[config.mk]
export PLATFORM = sky130hd
export DESIGN_NAME = sensor_input_conditioner
export DESIGN_NICKNAME = d
export VERILOG_FILES = /design/src/rtl/sensor_input_conditioner.sv
export SDC_FILE = /design/constraint.sdc
export NUM_CORES = 1
export LEC_CHECK = 0
export CAP_MARGIN = 10
export CORE_MARGIN = 2
export CORE_UTILIZATION = 40
export CTS_CLUSTER_DIAMETER = 60
export DETAILED_ROUTE_END_ITERATION = 16
export GPL_ROUTABILITY_DRIVEN = 0
export PLACE_DENSITY_LB_ADDON = 0.25
export SYNTH_ARGS = -nofsm -noshare
export SYNTH_HDL_FRONTEND = slang
export SYNTH_SLANG_ARGS = --single-unit
[constraint.sdc]
create_clock -name Clk -period 2.5 [get_ports Clk]
set_input_delay 0.625 -clock Clk [delete_from_list [all_inputs] [get_ports Clk]]
set_output_delay 0.625 -clock Clk [all_outputs]
set_load 0.05 [all_outputs]
[src/rtl/sensor_input_conditioner.sv]
// sensor_input_conditioner
// Input front end for the irrigation controller. Five raw field inputs
// (bit0 Us, bit1 Bs, bit2 Vs, bit3 Adub, bit4 T1) are synchronised into the
// Clk domain. Each one is debounced on a slow sample tick. The block delivers
// clean levels and one-cycle Rise/Fall pulses. Pulses are held off until the
// initial qualification window has elapsed, which is signalled by Ready.
// Every output comes straight from a flop; there is no combinational path
// from Raw to any output.
module sensor_input_conditioner #(
    parameter int TICK_DIV = 50000,
    parameter int DB_COUNT = 10
) (
    input  logic       Clk,
    input  logic       Rst,
    input  logic [4:0] Raw,
    output logic [4:0] Clean,
    output logic [4:0] Rise,
    output logic [4:0] Fall,
    output logic       Ready
);

    localparam int NCH = 5;
    // A one-cycle tick period still needs a 1-bit prescaler.
    localparam int PW  = (TICK_DIV > 1) ? $clog2(TICK_DIV) : 1;
    localparam int CW  = $clog2(DB_COUNT + 1);

    localparam logic [PW-1:0] PRESC_LAST = PW'(TICK_DIV - 1);
    localparam logic [CW-1:0] CNT_LAST   = CW'(DB_COUNT - 1);
    localparam logic [CW-1:0] CNT_FULL   = CW'(DB_COUNT);
    localparam logic [CW-1:0] CNT_ONE    = CW'(1);
    localparam logic [PW-1:0] PRESC_ONE  = PW'(1);

    logic [NCH-1:0] sync1_reg;
    logic [NCH-1:0] sync2_reg;
    logic [PW-1:0]  presc_reg;
    logic [PW-1:0]  presc_next;
    logic           tick;
    logic [CW-1:0]  ready_cnt_reg;
    logic [CW-1:0]  ready_cnt_next;
    logic           ready_reg;
    logic           ready_next;

    // Two-flop synchroniser; sync2_reg is the only copy the debouncers see.
    always_ff @(posedge Clk) begin
        if (!Rst) begin
            sync1_reg <= '0;
            sync2_reg <= '0;
        end else begin
            sync1_reg <= Raw;
            sync2_reg <= sync1_reg;
        end
    end

    // The prescaler free-runs from 0 to TICK_DIV-1. Tick is high in its last cycle.
    always_comb begin
        presc_next = presc_reg + PRESC_ONE;
        if (presc_reg == PRESC_LAST) begin
            presc_next = '0;
        end
    end

    assign tick = (presc_reg == PRESC_LAST);

    // Prescaler state register.
    always_ff @(posedge Clk) begin
        if (!Rst) begin
            presc_reg <= '0;
        end else begin
            presc_reg <= presc_next;
        end
    end

    // The qualification counter saturates at DB_COUNT. Ready rises on the same edge.
    always_comb begin
        ready_cnt_next = ready_cnt_reg;
        ready_next     = ready_reg;
        if (tick && (ready_cnt_reg != CNT_FULL)) begin
            ready_cnt_next = ready_cnt_reg + CNT_ONE;
            if (ready_cnt_reg == CNT_LAST) begin
                ready_next = 1'b1;
            end
        end
    end

    // Qualification state register.
    always_ff @(posedge Clk) begin
        if (!Rst) begin
            ready_cnt_reg <= '0;
            ready_reg     <= 1'b0;
        end else begin
            ready_cnt_reg <= ready_cnt_next;
            ready_reg     <= ready_next;
        end
    end

    assign Ready = ready_reg;

    // The five channels are identical and fully independent.
    generate
        for (genvar gi = 0; gi < NCH; gi++) begin : g_ch
            logic [CW-1:0] cnt_reg;
            logic [CW-1:0] cnt_next;
            logic          clean_reg;
            logic          clean_next;
            logic          rise_reg;
            logic          rise_next;
            logic          fall_reg;
            logic          fall_next;

            // On a tick, count consecutive disagreeing samples. Any agreeing
            // sample discards the count. The DB_COUNT-th disagreement flips the level.
            always_comb begin
                cnt_next   = cnt_reg;
                clean_next = clean_reg;
                rise_next  = 1'b0;
                fall_next  = 1'b0;
                if (tick) begin
                    if (sync2_reg[gi] == clean_reg) begin
                        cnt_next = '0;
                    end else if (cnt_reg == CNT_LAST) begin
                        cnt_next   = '0;
                        clean_next = ~clean_reg;
                        // Pulses use the Ready value from before this edge.
                        // Levels accepted during qualification therefore stay silent.
                        rise_next  = ready_reg & ~clean_reg;
                        fall_next  = ready_reg &  clean_reg;
                    end else begin
                        cnt_next = cnt_reg + CNT_ONE;
                    end
                end
            end

            // Per-channel state and edge-pulse registers.
            always_ff @(posedge Clk) begin
                if (!Rst) begin
                    cnt_reg   <= '0;
                    clean_reg <= 1'b0;
                    rise_reg  <= 1'b0;
                    fall_reg  <= 1'b0;
                end else begin
                    cnt_reg   <= cnt_next;
                    clean_reg <= clean_next;
                    rise_reg  <= rise_next;
                    fall_reg  <= fall_next;
                end
            end

            assign Clean[gi] = clean_reg;
            assign Rise[gi]  = rise_reg;
            assign Fall[gi]  = fall_reg;
        end
    endgenerate

endmodule

=== After elaboration in Yosys (flattened, before gate mapping) ===
Cells that the tools add are included.

* Magnitude comparators: 0
* Muxes and demuxes: 10
* $mul: 0
* Reductions and logical operators: 13
* Shift-type cells: 0
* Bitwise gates (word level): 27
* Divide/modulo/power cells: 0
* Add/subtract/negate cells: 7
* Equal/unequal tests: 13

{| class="wikitable"
|+ Operator list
! kind !! count
|-
| $mux 4 || 10
|-
| $add 4x1->4 const B || 6
|-
| $eq 4x4->1 const B || 6
|-
| $reduce_or 4->1 || 5
|-
| $not 1->1 || 17
|-
| $add 16x1->16 const B || 1
|-
| $eq 16x16->1 const B || 1
|-
| $reduce_and 3->1 || 5
|-
| $and 1x1->1 || 10
|-
| $eq 1x1->1 || 5
|-
| $ne 4x4->1 const B || 1
|-
| $reduce_and 2->1 || 1
|-
| $reduce_or 2->1 || 1
|-
| $logic_and 1x1->1 || 1
|}

* Bits in latches: 0
* RAM bits: 0
* Logic and storage cells: 95
* Bits in registers: 66
* Bits of input ports: 7
* Bits in read-only memories: 0
* Memories: 0

=== Logic depth before layout (Yosys ltp) ===
Gate-level depths: netlist of run 1.

* Depth in word-level cells: 3
* Depth in mapped cells: 6

=== Worst setup path after synthesis of run 1 ===
Ideal clock, no wire load.

* Path type: reg2reg
* Start point: reg presc_reg[4]
* End point: reg g_ch[1].fall_reg
* Buffers on the path: 0
* Setup time: 88 ps
* Arrival: 1778 ps
* Data required time: 2412 ps
* Setup slack: 634 ps
* Cell stages (with the launch flop): 5
* Clock period less this slack: 1866 ps
* Cells stage by stage: dfxtp_1 -> or4_4 -> nor4_4 -> nand3_4 -> nor4b_2

* Cells in the longest elaborated chain, start to end: 3

{| class="wikitable"
|+ RTL lines
! element !! line !! source
|-
| from (decl) || 35 || <nowiki>logic [PW-1:0] presc_reg;</nowiki>
|-
| from (signal assigned) || 69 || <nowiki>presc_reg <= presc_next;</nowiki>
|-
| $eq 16x16->1 || 62 || <nowiki>assign tick = (presc_reg == PRESC_LAST);</nowiki>
|-
| $not 1->1 (no source line) || n/a ||
|-
| $reduce_or 4->1 (no source line) || n/a ||
|-
| to (signal assigned) || 144 || <nowiki>fall_reg <= fall_next;</nowiki>
|-
| to (decl) || 107 || <nowiki>logic fall_reg;</nowiki>
|}

No other way between the ends.
A chain may end at the register's enable or synchronous reset.

=== Final worst setup path of run 1 ===
* Start point: reg ready_reg, in the netlist Ready
* End point: out Ready

{| class="wikitable"
|+ RTL lines
! element !! line !! source
|-
| from (decl) || 40 || <nowiki>logic ready_reg;</nowiki>
|-
| from (signal assigned) || 92 || <nowiki>ready_reg <= ready_next;</nowiki>
|-
| to (decl) || 19 || <nowiki>output logic Ready</nowiki>
|}

No word-level cell between the ends.

==> impl_metrics.csv, run 1 <==
group,metric,value,unit
yosys,synth_edf_count,0,
placed_design,dp_slack,0.250,ns
die,core-area,7210,um2
setup_path,crit_type,"flip-flop to primary output",
clock_tree,numCtsBuffers,9,
sta,fin_ws,0.270,ns
yosys,yosys.area_share.xor_xnor,0.0560,
die,io_pins,23,
power_and_ir_drop,leakagePower,1.17,nW
drt,drc,0,
cells_and_area,antenna_cells,0,
setup_path,cp-end-kind,"primary output",
cells_and_area,most-common-layout-cells,"dfxtp_1 (66), nand3_1 (23), nor2_1 (22), clkdlybuf4s50_1 (22), inv_1 (19)",
drt,wl,5670,um
yosys,synthAdderAreaFrac,0.0589,
cells_and_area,regArea,1320,um2
clock_tree,clock_path_buffers,2,
die,start_util,0.412,
sta,maxSlewViolCount,0,
sta,hold_viol,0,
cells_and_area,final_common_cell,"dfxtp_1",
sta,timing.fmax,448,MHz
sta,period_minus_slack,2.23,ns
cells_and_area,nFillCells,713,
global_route,grt_max_degree,16,
yosys,synth_area_per_cell,9.24,um2
hold_path,whs_path_depth,1,
die,fp.dieArea,8140,um2
drt,vias,2198,
global_route,grt_pass1_vias,2138,
placed_design,io_buffers,22,
yosys,yosysUniqueCellTypes,42,
global_route,grt_remaining_overflow,0,
cells_and_area,drive_above_1_share,0.0933,
global_route,grt_usage,0.152,
flow_run,max_cap_viol_count,0,
run_status,status,"completed",
clock_tree,cts.clk_slew.worst_paths,0.07,ns
placed_design,dp_cells,426,
yosys,synth_cells,322,
yosys,yosys.area_share.simple,0.265,
setup_path,crit_family,"buffers and inverters",
setup_path,path_cells,"clkdlybuf4s50_1",
die,rows,31,
cells_and_area,layout.nets,359,
clock_tree,worstSkewPairLatency,0.34,ns
yosys,synth_nets,343,
hold_path,hold_class,"flip-flop to flip-flop",
sta,worst_pin_slew,0.526,ns
setup_path,required,1.88,ns
power_and_ir_drop,p_sw_frac,0.215,
setup_path,crit_buf_inv,1,
setup_path,critical-path-max-stage-delay,0.84,ns
yosys,synthMuxAreaShare,0.0101,
global_route,antenna_found_initial,0,
drt,wire_per_inst,12.8,um
power_and_ir_drop,ir_worst_vdd,422,uV
setup_path,rr_worst_depth,5,
clock_tree,cts_tree,"yes",
sta,relSlewSlack,0.644,
sta,setup_viol,0,
power_and_ir_drop,seqPwrFrac,0.501,
yosys,synth.yosys.seq_area_share,0.444,
cells_and_area,layout.cells.non_filler,442,
sta,timing.final.crit_share,0.892,
clock_tree,htreeDepth,3,
power_and_ir_drop,switchingPower,0.460,mW
yosys,yosys_warnings,0,
setup_path,path_depth,1,
power_and_ir_drop,power_frac_comb,0.026,
power_and_ir_drop,power_density,620,nW/um2
power_and_ir_drop,clkPwrFrac,0.474,
yosys,synth-compound-area-share,0.0888,
yosys,synth_top_family_by_area,"simple AND/OR/NAND/NOR gates",
clock_tree,cts-resized-gates,0,
die,dieWidth,90.2,um
clock_tree,clkSinkCount,66,
clock_tree,hold_buffers,0,
sta,fin_skew,0.00931,ns
clock_tree,cts_setup_buffers,0,
cells_and_area,multi_input_area,1420,um2
drt,dr.pass1.iters,4,
setup_path,start_kind,"flip-flop",
cells_and_area,largest_register_ffs,20,
clock_tree,root_buffer,"clkbuf_8",
drt,via_per_inst,4.97,
cells_and_area,area_growth,15.9,%
drt,drt-initial-drc-count,78,
setup_path,arrival,1.61,ns
yosys,synth_ff_type,"dfxtp_1",
yosys,syn_area,2970,um2
global_route,grt_pass1_wl,9960,um
sta,setup_tns,0,ns
sta,rsz0062_at_grt,"false",
die,die_h,90.2,um
setup_path,worstPathMaxFanout,3,
drt,postRouteAntennaNets,0,
power_and_ir_drop,internal-power,1.68,mW
setup_path,slowest_stage,"clkdlybuf4s50_1",
placed_design,place_hpwl,3980,um
yosys,ys_ff_latch,66,
yosys,synthArstFlopShare,0,
synth_stat cells (all sizes together) (10+ instances only):
master / number / share of area
a21oi: 10 / 0.017
and2: 12 / 0.025
buf: 18 / 0.045
dfxtp: 66 / 0.44
ha: 14 / 0.059
inv: 19 / 0.024
nand2: 18 / 0.023
nand3: 24 / 0.045
nor2: 22 / 0.028
nor3: 10 / 0.017
o21ai: 17 / 0.029
xnor2: 12 / 0.035
final timing paths:
kind         slack (ns)                              end               startpoint
max                0.27                            Ready       Ready$_SDFFE_PN0P_
min                0.43          sync2_reg[3]$_SDFF_PN0_  sync1_reg[3]$_SDFF_PN0_
min reg2reg        0.43          sync2_reg[3]$_SDFF_PN0_  sync1_reg[3]$_SDFF_PN0_
max reg2reg        0.46  g_ch[4].cnt_reg[3]$_SDFFE_PN0N_  presc_reg[4]$_SDFF_PP0_
metal layers:
layer  GRT usage  up-vias  wire length [um]
li1            -     1141                 -
met1       0.196     1014              2830
met2       0.239       30              2530
met3      0.0495       13               191
met4      0.0538        0               116
met5           0        -                 0
cell families (layout without fill, tap and decap cells):
group / count (synthesis) / after routing
adder cells (fa/ha/maj): 14 / 14
multiplexers: 3 / 3
AO/OA/AOI/OAI: 45 / 45
flip-flops: 66 / 66
AND/OR/NAND/NOR: 131 / 131
buffers and inverters: 44 / 65
XOR/XNOR: 19 / 19
per-stage QoR:
step	utilization	power [mW]	hold slack (ns)	area, um2
final	0.478	2.14	0.434	3450
after global routing	0.478	2.23	0.455	3450
after CTS	0.478	2.16	0.435	3450
after detailed placement	0.446	1.15	0.417	3220
after global placement	0.446	1.15	0.417	3220
after floorplan	-	1.12	0.412	2970
layout make-up:
cell class	count	area share
multi-input cells	212	0.413
flip-flops and latches	66	0.383
repair buffers	30	0.0813
clock buffers	10	0.0399
well taps	99	0.0359
clock inverters	6	0.0258
inverters	19	0.0207
power groups by stage:
stage                     sequential [mW]  combinational (mW)  clock, mW
final                                1.07              0.0545       1.01
after global routing                 1.07              0.0614       1.09
after CTS                            1.07              0.0553       1.04
after detailed placement             1.10              0.0552          0
after global placement               1.09              0.0542          0
after floorplan                      1.09              0.0335          0
Power figures use the tool's default switching activity.
==> run 2, diff against run 1 <==
GPL_ROUTABILITY_DRIVEN = 1   (was 0)
==> results of run 2 <==
No change in the layout: final DEF, timing and power equal those of run 1.
==> run 3, diff against run 2 <==
CAP_MARGIN = unset   (was 10)
SLEW_MARGIN = 20   (was unset)
==> results of run 3 <==
No change in the layout: final DEF, timing and power equal those of run 1.
